`config.mk`:
```
export PLATFORM = sky130hd
export DESIGN_NAME = layer_param_bank
export DESIGN_NICKNAME = d
export VERILOG_FILES = /design/src/rtl/layer_param_bank.sv
export SDC_FILE = /design/constraint.sdc
export NUM_CORES = 1
export LEC_CHECK = 0
export CORE_MARGIN = 5
export CORE_UTILIZATION = 30
export CTS_CLUSTER_SIZE = 30
export DETAILED_ROUTE_END_ITERATION = 6
export PLACE_DENSITY = 0.55
export SLEW_MARGIN = 20
export SYNTH_ARGS = -nofsm -noshare
export SYNTH_HDL_FRONTEND = slang
export SYNTH_SLANG_ARGS = --single-unit
export TNS_END_PERCENT = 100
```
`constraint.sdc`:
```
create_clock -name clk -period 6.5 [get_ports clk]
set_clock_uncertainty 0.15 [all_clocks]
set_input_delay 0.975 -clock clk [delete_from_list [all_inputs] [get_ports clk]]
set_output_delay 0.975 -clock clk [all_outputs]
set_load 0.02 [all_outputs]
```
`src/rtl/layer_param_bank.sv`:
```
// Double-buffered per-layer configuration store: host writes fill a shadow bank,
// a commit copies shadow to active one layer per cycle once the datapath is idle.
module layer_param_bank #(
  parameter  int NUM_LAYERS         = 4,
  parameter  int ACT_TYPE_SIZE      = 4,
  parameter  int DENSE_TYPE_SIZE    = 4,
  parameter  int COST_TYPE_SIZE     = 8,
  parameter  int LEARNING_RATE_SIZE = 16,
  localparam int LIDX_W             = (NUM_LAYERS > 1) ? $clog2(NUM_LAYERS) : 1
) (
  input  logic                          clk,
  input  logic                          rst_n,
  input  logic                          wr_valid,
  output logic                          wr_ready,
  input  logic [LIDX_W-1:0]             wr_layer,
  input  logic [1:0]                    wr_field,
  input  logic [LEARNING_RATE_SIZE-1:0] wr_data,
  input  logic                          commit_req,
  output logic                          commit_ack,
  input  logic                          dp_busy,
  output logic                          pending,
  input  logic [LIDX_W-1:0]             rd_layer,
  output logic [ACT_TYPE_SIZE-1:0]      out_act_type,
  output logic [DENSE_TYPE_SIZE-1:0]    out_dense_type,
  output logic [COST_TYPE_SIZE-1:0]     out_cost_type,
  output logic [LEARNING_RATE_SIZE-1:0] out_learning_rate
);

  localparam logic [1:0] ST_IDLE = 2'd0;
  localparam logic [1:0] ST_WAIT = 2'd1;
  localparam logic [1:0] ST_COPY = 2'd2;

  localparam logic [LIDX_W:0]   NL   = (LIDX_W + 1)'(NUM_LAYERS);
  localparam logic [LIDX_W-1:0] LAST = LIDX_W'(NUM_LAYERS - 1);

  localparam logic [1:0] F_ACT   = 2'd0;
  localparam logic [1:0] F_DENSE = 2'd1;
  localparam logic [1:0] F_COST  = 2'd2;
  localparam logic [1:0] F_LR    = 2'd3;

  logic [1:0]        state;
  logic [LIDX_W-1:0] cnt;
  logic              ack_q;
  logic              pending_q;
  logic              wr_fire;
  logic              rd_hit;

  logic [ACT_TYPE_SIZE-1:0]      sh_act   [NUM_LAYERS];
  logic [DENSE_TYPE_SIZE-1:0]    sh_dense [NUM_LAYERS];
  logic [COST_TYPE_SIZE-1:0]     sh_cost  [NUM_LAYERS];
  logic [LEARNING_RATE_SIZE-1:0] sh_lr    [NUM_LAYERS];
  logic [ACT_TYPE_SIZE-1:0]      ac_act   [NUM_LAYERS];
  logic [DENSE_TYPE_SIZE-1:0]    ac_dense [NUM_LAYERS];
  logic [COST_TYPE_SIZE-1:0]     ac_cost  [NUM_LAYERS];
  logic [LEARNING_RATE_SIZE-1:0] ac_lr    [NUM_LAYERS];

  // Writes are only possible in IDLE, so the shadow is frozen for the whole commit.
  assign wr_ready   = rst_n && (state == ST_IDLE);
  assign wr_fire    = wr_valid && wr_ready && ({1'b0, wr_layer} < NL);
  assign rd_hit     = ({1'b0, rd_layer} < NL);
  assign commit_ack = ack_q;
  assign pending    = pending_q;

  always_ff @(posedge clk or negedge rst_n) begin
    if (!rst_n) begin
      for (int unsigned i = 0; i < NUM_LAYERS; i++) begin
        sh_act[i]   <= '0;
        sh_dense[i] <= '0;
        sh_cost[i]  <= '0;
        sh_lr[i]    <= '0;
        ac_act[i]   <= '0;
        ac_dense[i] <= '0;
        ac_cost[i]  <= '0;
        ac_lr[i]    <= '0;
      end
    end else begin
      if (wr_fire) begin
        case (wr_field)
          F_ACT:   sh_act[wr_layer]   <= wr_data[ACT_TYPE_SIZE-1:0];
          F_DENSE: sh_dense[wr_layer] <= wr_data[DENSE_TYPE_SIZE-1:0];
          F_COST:  sh_cost[wr_layer]  <= wr_data[COST_TYPE_SIZE-1:0];
          F_LR:    sh_lr[wr_layer]    <= wr_data;
          default: ;
        endcase
      end
      if (state == ST_COPY) begin
        ac_act[cnt]   <= sh_act[cnt];
        ac_dense[cnt] <= sh_dense[cnt];
        ac_cost[cnt]  <= sh_cost[cnt];
        ac_lr[cnt]    <= sh_lr[cnt];
      end
    end
  end

  always_ff @(posedge clk or negedge rst_n) begin
    if (!rst_n) begin
      state     <= ST_IDLE;
      cnt       <= '0;
      ack_q     <= 1'b0;
      pending_q <= 1'b0;
    end else begin
      ack_q <= 1'b0;
      if (wr_fire) pending_q <= 1'b1;
      case (state)
        ST_IDLE: begin
          if (commit_req) begin
            state <= dp_busy ? ST_WAIT : ST_COPY;
            cnt   <= '0;
          end
        end
        ST_WAIT: begin
          if (!dp_busy) state <= ST_COPY;
        end
        ST_COPY: begin
          if (cnt == LAST) begin
            state     <= ST_IDLE;
            cnt       <= '0;
            ack_q     <= 1'b1;
            pending_q <= 1'b0;
          end else begin
            cnt <= cnt + LIDX_W'(1);
          end
        end
        default: begin
          state <= ST_IDLE;
          cnt   <= '0;
        end
      endcase
    end
  end

  always_comb begin
    out_act_type      = '0;
    out_dense_type    = '0;
    out_cost_type     = '0;
    out_learning_rate = '0;
    if (rd_hit) begin
      out_act_type      = ac_act[rd_layer];
      out_dense_type    = ac_dense[rd_layer];
      out_cost_type     = ac_cost[rd_layer];
      out_learning_rate = ac_lr[rd_layer];
    end
  end

endmodule

```
## After elaboration in Yosys (flattened, before gate mapping)

Index checks and enable logic that the tools add are counted.

| word-level totals | value |
|---|---|
| flip-flop bits (word level) | 262 |
| bits of input ports | 27 |
| output and inout port bits | 35 |
| logic and storage cells | 124 |

| cells by class | value |
|---|---|
| add/sub/neg operators | 1 |
| magnitude comparators | 5 |
| equal/unequal tests | 9 |
| muxes and demuxes | 57 |
| bitwise operators | 4 |
| reductions and logical operators | 12 |

Operators with widths:

| operator | number |
|---|---|
| 64-bit bitwise mux | 2 |
| 16-bit 2-to-1 mux | 6 |
| 16-bit binary-select mux with 2-bit select | 2 |
| 16-bit bitwise mux | 4 |
| 32-bit bitwise mux | 2 |
| 16-bit demux with 2-bit select | 2 |
| 8-bit 2-to-1 mux | 6 |
| 4-bit 2-to-1 mux | 10 |
| 4-bit binary-select mux with 2-bit select | 4 |
| 8-bit binary-select mux with 2-bit select | 2 |
| 8-bit demux with 2-bit select | 2 |
| 4-bit demux with 2-bit select | 2 |
| 2-bit 2-to-1 mux | 6 |
| 2-bit one-hot mux with 3 select lines | 2 |
| 2-bit AND reduction | 5 |
| 3-bit >= comparator, second input constant | 3 |
| 2-bit NOT with 3-bit output | 3 |
| 2-bit == test, second input constant | 4 |
| 3-bit by 1-bit less-than comparator with 1-bit output, second input constant | 2 |
| 1-bit 2-to-1 mux | 5 |
| 2-bit by 1-bit == test with 1-bit output, second input constant | 2 |
| 1-bit logical AND | 4 |
| 2-bit zero test | 2 |
| 2-bit inequality test, second input constant | 2 |
| other kinds (4) | 4 |

## Depth between registers and ports, before layout

Gate-level depths: netlist of the first run.

| depth | value |
|---|---|
| depth in word-level cells | 6 |
| mapped depth | 9 |
| depth with buffers taken out | 5 |

## Worst setup path before layout of the first run

No wires, ideal clock.

| path | value |
|---|---|
| path kind | input port to output port |
| start | in rd_layer[0] |
| end | out out_act_type[0] |
| arrival time | 2.099 ns |
| data required time | 5.375 ns |
| path slack | 3.276 ns |
| cell stages on the path | 3 |
| buffers on the path | 2 |
| path through | clkbuf_1 > buf_2 > mux4_2 |

| on the way | value |
|---|---|
| word-level cells in the longest chain between the ends | 4 |

Ends and longest elaborated chain:

| what | line | source |
|---|---|---|
| start, declared | 22 | `input logic [LIDX_W-1:0] rd_layer,` |
| 2-bit NOT with 3-bit output (not written as such) | 138 | `out_act_type = ac_act[rd_layer];` |
| 4-bit binary-select mux with 2-bit select | 138 |  |
| 4-bit 2-to-1 mux (not written as such) (2 in series) | 138 |  |
| end, declared | 23 | `output logic [ACT_TYPE_SIZE-1:0] out_act_type,` |

No other way between the ends. The select of a mux whose other input is x is not followed.

## Worst setup path in the final report of the first run

| path | value |
|---|---|
| start | in rd_layer[0] |
| end | out out_act_type[3] |

The elaborated chain is that of the path after synthesis.

==> metrics.csv, run 1 <==
stage,metric,value,unit
status,outcome,"complete, no violations",
global_routing,global route overflow,0,
synth,Post-synth EDFFs,0,
critical_path,r2r setup slk,3.34,ns
job,Max Cap Violations,0,
synth,Syn Area/Cell,13.8,µm²
cells_and_area,"Cell Count, Final, Fillers Out",1457,
sta,endpoints failing hold,0,
pwr,worst vdd ir,0.203,mV
cts,post-cts gate resize count,0,
cts,number of buffers created by CTS,29,
sta,worst setup margin,2.14,ns
synth,Syn Nets,901,
cts,CTS sink cnt,262,
drt,Total Wirelength,33800,µm
cts,Clock Path Buffers,3,
place,Post-DP HPWL,21000,µm
cells_and_area,final net count,943,
place,Port Buffer Count,61,
critical_path,WS Path Type,input port to output port,
floorplan,Initial Util,0.302,
global_routing,initial antenna violation count,2,
floorplan,I/O pin cnt,62,
sta,final worst-path cycle share,0.670,
floorplan,Die ar.,44100,µm²
floorplan,FP Rows,73,
pwr,static leakage,7.06,nW
cells_and_area,area grow syn2layout,17.1,%
drt,detail-routed via count per cell,5.47,
cts,"Hold-fix buffers, CTS",0,
synth,register area share after synthesis,0.547,
drt,DR vias,7964,
global_routing,first-pass GRT wire length,52300,µm
floorplan,die width,210,µm
pwr,P per Cell Area,403,nW/µm²
cts,Worst-path clk slew,0.06,ns
floorplan,Die H,210,µm
synth,synth top area cells,"dfrtp_1 (55%), mux2_2 (18%), a222oi_1 (11%)",
sta,Worst Tran Pin Value,1.04,ns
critical_path,Worst Setup End Kind,output port,
global_routing,largest net degree at the start of global routing,77,
cts,clock latency on the worst-skew pair,0.54,ns
synth,Seq cells post-synth,262,
critical_path,Max Fanout on Critical Path,21,
floorplan,Core Region,39600,µm²
sta,Final Critical Period,4.36,ns
cts,root buf cell,clkbuf_16,
drt,antenna-violating nets left,0,
critical_path,WP data required,5.37,ns
cts,htree depth,1,
critical_path,Setup crit start kind,input port,
critical_path,critical path launch point,rd_layer[0],
synth,async set-or-reset flop fraction in the synthesized netlist,1.00,
cells_and_area,share of cells above drive strength 1,0.325,
synth,share of the synthesized area in the top cell type,0.547,
sta,Setup-failing EPs final,0,
sta,max frequency,230,MHz
sta,Fin Setup TNS,0,ns
sta,relative slew slack,0.309,
drt,DRC viols,0,
place,placed insts,1406,
global_routing,vias in the first global route,8328,
cts,postcts setup bufs,0,
synth,Netlist cell types,34,
drt,WL/cell,23.2,µm
sta,unrepaired setup endpoints after global routing,no,
drt,drt first pass iters,7,
synth,most instantiated cells after synthesis,"dfrtp_1 (262), mux2_2 (192), inv_1 (135), a222oi_1 (128), clkbuf_1 (51)",
sta,max-slew violations,0,
critical_path,Worst R2R Start,cnt[0],
cts,TritonCTS clock tree,done,
global_routing,Total GRT Usage,0.152,
critical_path,end of the worst register-to-register path,ac_lr[27],
critical_path,Crit path arrival time,3.23,ns
min_path,Hold Path Class,input port to async pin,
synth,most common cell in the netlist,dfrtp_1,
place,DP Worst Slack,2.07,ns
synth,Post-Synthesis Cells,870,
synth,Yosys Warn Count,0,
critical_path,worst r2r path cells,7,
sta,Hold WS,0.257,ns
drt,initial DRC count,986,
synth,prevailing post-synth register cell,dfrtp_1,
synth,Yosys top cell by area,dfrtp_1,
synth,post-synthesis cell area,12000,µm²
place,Placer Congestion,0.766,
==> state kept, by name, indices dropped and copies added, names as in the netlist, 16 cells and up <==
register,flops
ac_act,16
sh_cost,32
ac_cost,32
ac_lr,64
sh_act,16
sh_lr,64
ac_dense,16
sh_dense,16
==> layout by cell type, fill, tap and decap left out, types with 3 or more instances in the layout <==
cell / netlist / routed
clkbuf_8: 0 / 3
clkbuf_1: 51 / 7
dfrtp_1: 262 / 261
buf_4: 1 / 20
nor4bb_4: 0 / 3
clkinv_2: 0 / 8
and4b_1: 4 / 4
nand4_1: 6 / 6
nand4b_1: 3 / 3
nor2_1: 5 / 5
inv_1: 135 / 135
nand3b_1: 4 / 4
clkbuf_16: 0 / 29
a222oi_1: 128 / 128
ha_1: 4 / 4
clkdlybuf4s50_1: 0 / 58
mux2_2: 192 / 192
mux4_2: 32 / 32
==> metal layers <==
layer | GRT usage | vias up | part of all wire | wire [µm]
met5 | 0 | - | 0.00030 | 10
met3 | 0.0248 | 45 | 0.067 | 2280
li1 | - | 3411 | - | -
met2 | 0.248 | 309 | 0.48 | 16200
met4 | 0.0385 | 2 | 0.015 | 500
met1 | 0.212 | 4197 | 0.44 | 14800
==> cell families (layout without fill, tap and decap cells) <==
family / after synthesis / after routing / share of synthesized area
and+or+nand+nor: 41 / 41 / 0.0308
AOI/OAI and AO/OA: 133 / 133 / 0.110
adders and majority gates: 4 / 4 / 0.00417
muxes: 224 / 224 / 0.240
DFF: 262 / 262 / 0.547
buffers and inverters: 206 / 267 / 0.0679
other: 0 / 1 / 0
==> cell type report <==
class | count | area [µm²]
Fill cell | 3870 | 25600
Sequential cell | 262 | 6560
Multi-Input combinational cell | 402 | 4660
Clock buffer | 39 | 793
Timing Repair Buffer | 82 | 767
Tap cell | 525 | 657
Inverter | 135 | 507
Clock inverter | 11 | 87.6
Antenna cell | 1 | 2.50
==> stage by stage <==
step | instance area, µm² | util | total power [mW]
2_1_floorplan | 12000 | - | 3.48
3_3_place_gp | 13100 | 0.332 | 4.09
3_5_place_dp | 13200 | 0.332 | 4.13
4_1_cts | 14000 | 0.354 | 5.70
5_1_grt | 14000 | 0.354 | 5.95
6_report | 14000 | 0.354 | 5.65
==> how the worst max path moves through the flow <==
stage,end
6_report,out_act_type[3]
5_1_grt,out_learning_rate[15]
4_1_cts,out_learning_rate[15]
3_5_place_dp,out_learning_rate[15]
3_3_place_gp,out_learning_rate[15]
2_1_floorplan,out_act_type[0]
==> power by group <==
| group | internal (mW) | switching [mW] |
|---|---|---|
| logic | 0.831 | 0.953 |
| clock network | 0.890 | 0.655 |
| registers | 2.07 | 0.255 |
| total | 3.79 | 1.86 |
==> worst max-delay path, stage by stage <==
cell and delay, ns:
buf_2 0.67, buf_4 0.45, mux4_2 0.55, clkdlybuf4s50_1 0.57
(Power assumes the default switching activity.)
==> inputs of run 2 (changes only) <==
==> constraint.sdc (replaced) <==
create_clock -name clk -period 4.1 [get_ports clk]
set_clock_uncertainty 0.15 [all_clocks]
set_input_delay 0.615 -clock clk [delete_from_list [all_inputs] [get_ports clk]]
set_output_delay 0.615 -clock clk [all_outputs]
set_load 0.02 [all_outputs]
==> run 2 against run 1 <==
Register-to-register slack lost 2.1 ns. Cell count is the same. Routed wire length shrank 2.1%. First-iteration DRC count grew 7.1%. Largest cell class unchanged.
==> metrics.csv, run 2 (same netlist as run 1, synthesis figures left out) <==
stage,metric,value,unit,change
status,outcome,"complete, no violations",,
global_routing,Total GRT Usage,0.148,,-0.00352
critical_path,Worst Setup End Kind,output port,,
cts,CTS sink cnt,262,,unchanged
sta,endpoints failing hold,0,,unchanged
sta,Final Critical Period,3.21,ns,
cts,TritonCTS clock tree,done,,
global_routing,first-pass GRT wire length,51700,µm,-1.0%
job,Max Cap Violations,0,,unchanged
pwr,Combinational Power Share,0.316,,about the same
cells_and_area,Multi-input gate area,4660,µm²,unchanged
floorplan,Die H,210,µm,unchanged
sta,worst setup margin,0.894,ns,-1.25 ns
sta,Fin Setup TNS,0,ns,unchanged
drt,DRC viols,0,,unchanged
critical_path,crit-path leading delay family,buffers and inverters,,
drt,antenna-violating nets left,0,,unchanged
cts,Clock Path Buffers,3,,unchanged
global_routing,vias in the first global route,8246,,-0.98%
cells_and_area,most common library cell in the layout ignoring fill and taps,dfrtp_1,,
cts,htree depth,1,,unchanged
cts,"Hold-fix buffers, CTS",0,,unchanged
floorplan,Initial Util,0.302,,unchanged
cts,number of buffers created by CTS,27,,-6.9%
critical_path,Max Fanout on Critical Path,18,,-14%
global_routing,initial antenna violation count,2,,unchanged
drt,Total Wirelength,33100,µm,-2.1%
drt,DR vias,7910,,-0.68%
cells_and_area,final net count,943,,unchanged
pwr,static leakage,7.06,nW,about the same
critical_path,"critical path, cell by cell",buf_2 -> buf_4 -> mux4_2 -> clkdlybuf4s50_1,,
floorplan,Die ar.,44100,µm²,unchanged
sta,Setup-failing EPs final,0,,unchanged
cells_and_area,fillers,3840,,-0.78%
sta,max frequency,312,MHz,
floorplan,die width,210,µm,unchanged
pwr,clock power share,0.271,,-0.002
cells_and_area,Final Core Density,0.354,,about the same
drt,initial DRC count,1056,,+7.1%
critical_path,"Buf+Inv Stages, Crit Path",3,,unchanged
sta,final worst-path cycle share,0.782,,
drt,WL/cell,22.7,µm,-2.1%
critical_path,WP depth,4,,unchanged
place,Placer Congestion,0.744,,-2.9%
pwr,total internal power,5.98,mW,+58%
pwr,Sw Pwr,2.86,mW,+54%
cts,clock latency on the worst-skew pair,0.52,ns,-0.02 ns
sta,Hold WS,0.0313,ns,-0.226 ns
global_routing,global route overflow,0,,unchanged
critical_path,CP max-delay cell,clkdlybuf4s50_1,,
cells_and_area,share of cells above drive strength 1,0.324,,-0.00107
cells_and_area,top flop regs,"ac_lr: 64 flops, sh_lr: 64 flops",,
place,DP Worst Slack,0.900,ns,-1.17 ns
critical_path,Crit path arrival time,2.44,ns,-0.79 ns
critical_path,WS Path Type,input port to output port,,
cells_and_area,area grow syn2layout,17.0,%,about the same
critical_path,Crit path largest cell delay,0.56,ns,-0.11 ns
cts,post-cts gate resize count,0,,unchanged
global_routing,largest net degree at the start of global routing,156,,+100%
min_path,Hold Path Class,input port to async pin,,
pwr,sw frac,0.324,,-0.00590
drt,drt first pass iters,6,,-1
cts,Worst-path clk slew,0.06,ns,about the same
floorplan,FP Rows,73,,unchanged
floorplan,Core Region,39600,µm²,unchanged
pwr,P per Cell Area,631,nW/µm²,+57%
pwr,worst vdd ir,0.294,mV,+45%
drt,detail-routed via count per cell,5.43,,-0.68%
critical_path,WP data required,3.34,ns,-2.03 ns
place,Port Buffer Count,61,,unchanged
sta,relative slew slack,0.246,,-0.0629
cts,postcts setup bufs,0,,unchanged
pwr,Flop pwr share,0.414,,+0.003
critical_path,worst r2r path cells,3,,-4
floorplan,I/O pin cnt,62,,unchanged
cells_and_area,"leading cell types in the layout, fill and taps excluded","dfrtp_1 (261), mux2_2 (192), inv_1 (135)",,
place,Post-DP HPWL,19300,µm,-8.5%
cts,root buf cell,clkbuf_16,,
sta,max-slew violations,0,,unchanged
sta,Worst Tran Pin Value,1.13,ns,+0.0943 ns
cells_and_area,Reg area,6560,µm²,unchanged
sta,unrepaired setup endpoints after global routing,no,,
critical_path,Setup crit start kind,input port,,
==> run 2: worst paths after layout <==
path	slack, ns	end	startpoint
max	0.89	out_learning_rate[7]	rd_layer[1]
min	0.03	cnt[1]	rst_n
max reg2reg	1.25	sh_cost[27]	state[0]
min reg2reg	0.35	ac_act[6]	ac_act[6]
max in group asynchronous	2.44	ac_lr[41]	rst_n
min in group clk	0.35	ac_act[6]	ac_act[6]
==> run 2: layer usage <==
| metal | global-route usage | routed length (µm) |
|---|---|---|
| met5 | 0 | 7 |
| met4 | 0.0392 | 648 |
| met3 | 0.0338 | 2390 |
| met2 | 0.236 | 15400 |
| met1 | 0.205 | 14700 |
==> run 2: cell type report <==
cell class,instances,area share
Clock inverter,10,0.00740
Inverter,135,0.0361
Multi-Input combinational cell,402,0.332
Clock buffer,38,0.0532
Antenna cell,1,0.000178
Timing Repair Buffer,84,0.0564
Sequential cell,262,0.467
Tap cell,525,0.0468
==> run 2: power groups by stage <==
stage	sequential [mW]	combinational [mW]	clock, mW
floorplan	3.56	1.96	0
global placement	3.68	2.76	0
detailed placement	3.70	2.80	0
CTS	3.66	2.81	2.46
global route	3.74	3.03	2.58
finish	3.66	2.79	2.39
==> run 2: stage by stage <==
step	power (mW)	instances	area, µm²
floorplan	5.52	870	12000
global placement	6.43	1408	13200
detailed placement	6.50	1408	13200
CTS	8.93	1456	14000
global route	9.35	1456	14000
finish	8.85	1457	14000
